File: src/rtl/bus_pkg.sv
// bus_pkg: bus widths, region map, read-target select type and the address decoder.
package bus_pkg;
  localparam int ADDR_WIDTH = 32;
  localparam int REG_DATA_WIDTH = 32;
  localparam int BUS_DATA_WIDTH = 128;
  localparam int INSTRUCTION_WIDTH = 32;
  localparam int FETCH_WIDTH = 4;
  localparam int SIZE_WIDTH = 2;
  localparam logic [ADDR_WIDTH-1:0] TCM_ADDR = 32'h8000_0000;
  localparam logic [ADDR_WIDTH-1:0] TCM_SIZE = 32'h0001_0000;
  localparam logic [ADDR_WIDTH-1:0] CLINT_ADDR = 32'h0200_0000;
  localparam logic [ADDR_WIDTH-1:0] CLINT_SIZE = 32'h0001_0000;
  typedef enum logic [1:0] {SEL_NONE, SEL_TCM, SEL_CLINT} sel_t;
  // The wrapped offset is only below size when addr sits inside [base, base+size).
  function automatic logic in_region(input logic [ADDR_WIDTH-1:0] addr, base, size);
    return addr >= base && (addr - base) < size;
  endfunction
  function automatic sel_t decode(input logic [ADDR_WIDTH-1:0] addr);
    return in_region(addr, TCM_ADDR, TCM_SIZE) ? SEL_TCM :
           in_region(addr, CLINT_ADDR, CLINT_SIZE) ? SEL_CLINT : SEL_NONE;
  endfunction
endpackage

File: src/rtl/bus.sv
// bus: decodes fetch/stbuf requests onto TCM and CLINT, returns 1-cycle acks and read data.
// Ports: fetch master (addr/req -> data/ack), stbuf master (read+write addr/size/req, wdata ->
// rdata/acks), TCM fetch port, TCM data port, CLINT data port; clk, async active-high rst.
module bus
  import bus_pkg::*;
(
  input  logic                                       clk,
  input  logic                                       rst,
  input  logic [ADDR_WIDTH-1:0]                      fetch_bus_addr,
  input  logic                                       fetch_bus_read_req,
  output logic [INSTRUCTION_WIDTH*FETCH_WIDTH-1:0]   bus_fetch_data,
  output logic                                       bus_fetch_read_ack,
  input  logic [ADDR_WIDTH-1:0]                      stbuf_bus_read_addr,
  input  logic [ADDR_WIDTH-1:0]                      stbuf_bus_write_addr,
  input  logic [SIZE_WIDTH-1:0]                      stbuf_bus_read_size,
  input  logic [SIZE_WIDTH-1:0]                      stbuf_bus_write_size,
  input  logic [REG_DATA_WIDTH-1:0]                  stbuf_bus_data,
  input  logic                                       stbuf_bus_read_req,
  input  logic                                       stbuf_bus_write_req,
  output logic [REG_DATA_WIDTH-1:0]                  bus_stbuf_data,
  output logic                                       bus_stbuf_read_ack,
  output logic                                       bus_stbuf_write_ack,
  output logic [ADDR_WIDTH-1:0]                      bus_tcm_fetch_addr,
  output logic                                       bus_tcm_fetch_rd,
  input  logic [BUS_DATA_WIDTH-1:0]                  tcm_bus_fetch_data,
  output logic [ADDR_WIDTH-1:0]                      bus_tcm_stbuf_read_addr,
  output logic [ADDR_WIDTH-1:0]                      bus_tcm_stbuf_write_addr,
  output logic [SIZE_WIDTH-1:0]                      bus_tcm_stbuf_read_size,
  output logic [SIZE_WIDTH-1:0]                      bus_tcm_stbuf_write_size,
  output logic [REG_DATA_WIDTH-1:0]                  bus_tcm_stbuf_data,
  output logic                                       bus_tcm_stbuf_rd,
  output logic                                       bus_tcm_stbuf_wr,
  input  logic [BUS_DATA_WIDTH-1:0]                  tcm_bus_stbuf_data,
  output logic [ADDR_WIDTH-1:0]                      bus_clint_read_addr,
  output logic [ADDR_WIDTH-1:0]                      bus_clint_write_addr,
  output logic [SIZE_WIDTH-1:0]                      bus_clint_read_size,
  output logic [SIZE_WIDTH-1:0]                      bus_clint_write_size,
  output logic [REG_DATA_WIDTH-1:0]                  bus_clint_data,
  output logic                                       bus_clint_rd,
  output logic                                       bus_clint_wr,
  input  logic [BUS_DATA_WIDTH-1:0]                  clint_bus_data
);
  sel_t w_fetch_sel, w_rd_sel, w_wr_sel, r_fetch_sel, r_stbuf_sel;
  logic r_fetch_ack, r_rd_ack, r_wr_ack;
  logic w_unused;
  assign w_fetch_sel = decode(fetch_bus_addr);
  assign w_rd_sel = decode(stbuf_bus_read_addr);
  assign w_wr_sel = decode(stbuf_bus_write_addr);
  assign bus_tcm_fetch_addr = fetch_bus_addr - TCM_ADDR;
  assign bus_tcm_fetch_rd = fetch_bus_read_req && w_fetch_sel == SEL_TCM;
  assign bus_tcm_stbuf_read_addr = stbuf_bus_read_addr - TCM_ADDR;
  assign bus_tcm_stbuf_write_addr = stbuf_bus_write_addr - TCM_ADDR;
  assign bus_tcm_stbuf_read_size = stbuf_bus_read_size;
  assign bus_tcm_stbuf_write_size = stbuf_bus_write_size;
  assign bus_tcm_stbuf_data = stbuf_bus_data;
  assign bus_tcm_stbuf_rd = stbuf_bus_read_req && w_rd_sel == SEL_TCM;
  assign bus_tcm_stbuf_wr = stbuf_bus_write_req && w_wr_sel == SEL_TCM;
  assign bus_clint_read_addr = stbuf_bus_read_addr - CLINT_ADDR;
  assign bus_clint_write_addr = stbuf_bus_write_addr - CLINT_ADDR;
  assign bus_clint_read_size = stbuf_bus_read_size;
  assign bus_clint_write_size = stbuf_bus_write_size;
  assign bus_clint_data = stbuf_bus_data;
  assign bus_clint_rd = stbuf_bus_read_req && w_rd_sel == SEL_CLINT;
  assign bus_clint_wr = stbuf_bus_write_req && w_wr_sel == SEL_CLINT;
  // Selects fall back to none without a request so idle cycles return zero data.
  always_ff @(posedge clk or posedge rst)
    if (rst) begin
      r_fetch_ack <= 1'b0;
      r_rd_ack <= 1'b0;
      r_wr_ack <= 1'b0;
      r_fetch_sel <= SEL_NONE;
      r_stbuf_sel <= SEL_NONE;
    end else begin
      r_fetch_ack <= fetch_bus_read_req;
      r_rd_ack <= stbuf_bus_read_req;
      r_wr_ack <= stbuf_bus_write_req;
      r_fetch_sel <= fetch_bus_read_req ? w_fetch_sel : SEL_NONE;
      r_stbuf_sel <= stbuf_bus_read_req ? w_rd_sel : SEL_NONE;
    end
  assign bus_fetch_read_ack = r_fetch_ack;
  assign bus_stbuf_read_ack = r_rd_ack;
  assign bus_stbuf_write_ack = r_wr_ack;
  assign bus_fetch_data = r_fetch_sel == SEL_TCM ? tcm_bus_fetch_data : '0;
  assign bus_stbuf_data = r_stbuf_sel == SEL_TCM ? tcm_bus_stbuf_data[REG_DATA_WIDTH-1:0] :
                          r_stbuf_sel == SEL_CLINT ? clint_bus_data[REG_DATA_WIDTH-1:0] : '0;
  assign w_unused = ^{tcm_bus_stbuf_data[BUS_DATA_WIDTH-1:REG_DATA_WIDTH],
                      clint_bus_data[BUS_DATA_WIDTH-1:REG_DATA_WIDTH]};
endmodule

File: config.mk
export PLATFORM = sky130hd
export DESIGN_NAME = bus
export DESIGN_NICKNAME = d
export VERILOG_FILES = /design/src/rtl/bus_pkg.sv /design/src/rtl/bus.sv
export SDC_FILE = /design/constraint.sdc
export NUM_CORES = 1
export LEC_CHECK = 0
export BUFFER_PORTS_ARGS = -buffer_cell sky130_fd_sc_hd__buf_2
export CORE_AREA = 2 2 361 363
export DETAILED_ROUTE_END_ITERATION = 7
export DIE_AREA = 0 0 363 365
export SLEW_MARGIN = 20
export SYNTH_ARGS = -nofsm -noshare
export SYNTH_HDL_FRONTEND = slang
export SYNTH_SLANG_ARGS = --single-unit
export TNS_END_PERCENT = 5
File: constraint.sdc
create_clock -name clk -period 3 [get_ports clk]
set_input_delay 0.3 -clock clk [delete_from_list [all_inputs] [get_ports clk]]
set_output_delay 0.3 -clock clk [all_outputs]
set_load 0.005 [all_outputs]
==> flow_summary.yaml <==
setup_path:
  worstPathArrival_ns: 1.86
  path_buf_inv: 3
  start_kind: "primary input"
  cp-end-kind: "output pin"
  path_max_fanout: 4
  critPathMaxStageDelay_ns: 0.49
  slowest_stage: "or4_1"
  required_ns: 2.70
  crit_chain: "buf_2 > inv_1 > ha_1 > xor2_1 > or4_1 > a221oi_2 > buf_2"
  path_class: "primary input to output pin"
  critical_path.most_common_cell: "buf_2"
  cp_top_family: "simple AND/OR/NAND/NOR gates"
sta:
  tns_ns: 0
  relSlewSlack_pct: 54.20
  fmax_mhz: 463.9
  setup_viol: 0
  fin_crit_ns: 2.155
  finalHoldViolCount: 0
  rsz0062_at_grt: "false"
  drv_slew: 0
  post-route-period-util_pct: 71.85
  worst_pin_slew_ns: 0.6855
logic_synthesis:
  synth_edf_count: 0
  yosysMostFrequentCell: "buf_4"
  synth_async_sr_flop_share_pct: 100.0
  synth_area_leaders: "buf_4 (46%), and2_1 (23%), a22o_1 (8.0%)"
  synth.net_count: 1011
  synthFlopType: "dfrtp_1"
  yosysUniqueCellTypes: 34
  synthCells: 485
  synth_top_cell_area_share_pct: 46.02
  syn_area_sq_um: 3507
  synth_seq_cells: 7
  yosys_warnings: 0
  yosysSeqAreaShare_pct: 4.995
  synth_area_leader_cell: "buf_4"
  netlist_top_cells_count: "buf_4 (215), and2_1 (128), a22o_1 (32), clkbuf_1 (22), inv_1 (12)"
  syn_avg_cell_area_sq_um: 7.231
floorplanning:
  die_h_microns: 365
  io_pins: 921
  start_util_pct: 2.726
  die_x_microns: 363
  die_area_sq_um: 132500
  rows: 132
  core_area_sq_um: 128700
min_path:
  min_path_type: "primary input to async pin"
cts:
  root_buffer: "clkbuf_16"
  cts_tree: "yes"
  clkSinkCount: 7
  clock_path_buffers: 2
  hold_buffers: 0
  cts_setup_buffers: 0
  cts.clk_slew.worst_paths_ns: 0.05
  h-tree-depth: 1
  cts_buffers: 3
  postCtsResizedCells: 0
detailed_routing:
  wl_met1_mm: 21.90
  avgRoutedWirePerCell_microns: 24.50
  route.met2.wl_mm: 24.44
  drc: 0
  via_count: 4933
  drtPass1Iterations: 4
  top_layer: "met5"
  wl_met3_mm: 11.09
  drtIter0Drc: 115
  drtAntennaViolNets: 0
  viasPerCell: 2.021
  wl_mm: 59.80
global_route:
  grt_pass1_vias: 4782
  grt-ovfl-total: 0
  antenna_found_initial: 132
  track_usage_pct: 8.576
  grt_max_degree: 44
  grt_pass1_wl_mm: 69.80
final_layout:
  nets: 1279
  num-fill-cells: 15300
  regArea_sq_um: 175.2
  drive_gt1_share_pct: 68.48
  finalNonFillerCells: 2441
  multi_input_area_sq_um: 1602
  area_delta_synth_final_pct: 88.19
run_status:
  status: "finished, final reports clean"
pwr:
  totalPowerFinal_mw: 0.6727
  peakVddDrop_mv: 0.1203
  powerDensity_nw_per_um2: 101.9
  leakagePower_nw: 3.110
place:
  post-dp-hpwl_mm: 57.01
  port_buffers: 492
  dp.cells: 2423
  gp_congestion: 0.7851
run:
  maxCapViolCount: 0
[report_power, final]
group	switching (mW)	internal, mW	total (mW)
Clock	0.0864	0.178	0.264
Sequential	0.000562	0.0967	0.0972
Combinational	0.141	0.170	0.311
Total	0.228	0.445	0.673
[routing by layer]
metal | up-vias | global-route usage (%)
met2 | 687 | 13.41
met5 | - | 0
met1 | 2037 | 9.034
met4 | 40 | 0.9926
met3 | 285 | 7.220
li1 | 1884 | -
[logic make-up (layout without fill, tap and decap cells)]
kind of cell	after synthesis	in the layout	share of synthesized area, %
other	0	14	0
DFF	7	7	4.995
xor gates and xnor gates	11	11	2.747
AOI/OAI and AO/OA	38	38	9.490
adders and majority gates	5	5	1.784
and+or+nand+nor	174	174	31.00
buffers and inverters	250	517	49.98
[per-stage QoR]
stage | worst slack, ns | cell area [sq um] | utilization, % | hold WS [ns]
3_3_place_gp | 0.9999 | 6485 | 5.040 | 0.4017
5_1_grt | 0.5908 | 6578 | 5.112 | 0.1454
3_5_place_dp | 0.8729 | 6485 | 5.040 | 0.4142
2_1_floorplan | 1.260 | 3507 | - | 0.1034
6_report | 0.8446 | 6600 | 5.130 | 0.07017
4_1_cts | 0.6962 | 6565 | 5.103 | 0.1234
[final timing paths]
kind | cells after the start | start | to
setup / recovery | 7 | stbuf_bus_write_addr[25] | bus_clint_wr
hold / removal | 2 | rst | bus_fetch_read_ack
max in group asynchronous | 2 | rst | r_stbuf_sel[0]
min in group clk | 1 | fetch_bus_read_req | bus_fetch_read_ack
[sequential cells by signal, indices dropped and copies added (netlist names)]
| signal | flops |
|---|---|
| bus_fetch_read_ack | 1 |
| bus_stbuf_read_ack | 1 |
| bus_stbuf_write_ack | 1 |
| r_fetch_sel | 2 |
| r_stbuf_sel | 2 |
[area by class of cell]
cell class | count | area share, %
antenna | 14 | 0.5308
inverter | 12 | 0.6825
clock inverter | 1 | 0.07583
multi-input combinational | 228 | 24.27
clock buffer | 3 | 1.137
timing repair buffer | 501 | 38.90
sequential | 7 | 2.654
tap | 1675 | 31.75
[cells in the final DEF (no fill, tap or decap), types with 3 or more instances in the layout]
master and n:
dfrtp_1 7, nand2_1 4, xnor2_1 6, buf_2 492, clkbuf_16 3, nor3_1 9
and2_1 128, inv_1 12, nor4_1 6, nor2_1 6, xor2_1 5, buf_4 6
diode_2 14, ha_1 5, a22o_1 32, buf_12 3, nor2b_4 3
Note: power is estimated with default switching activity, not from simulation.
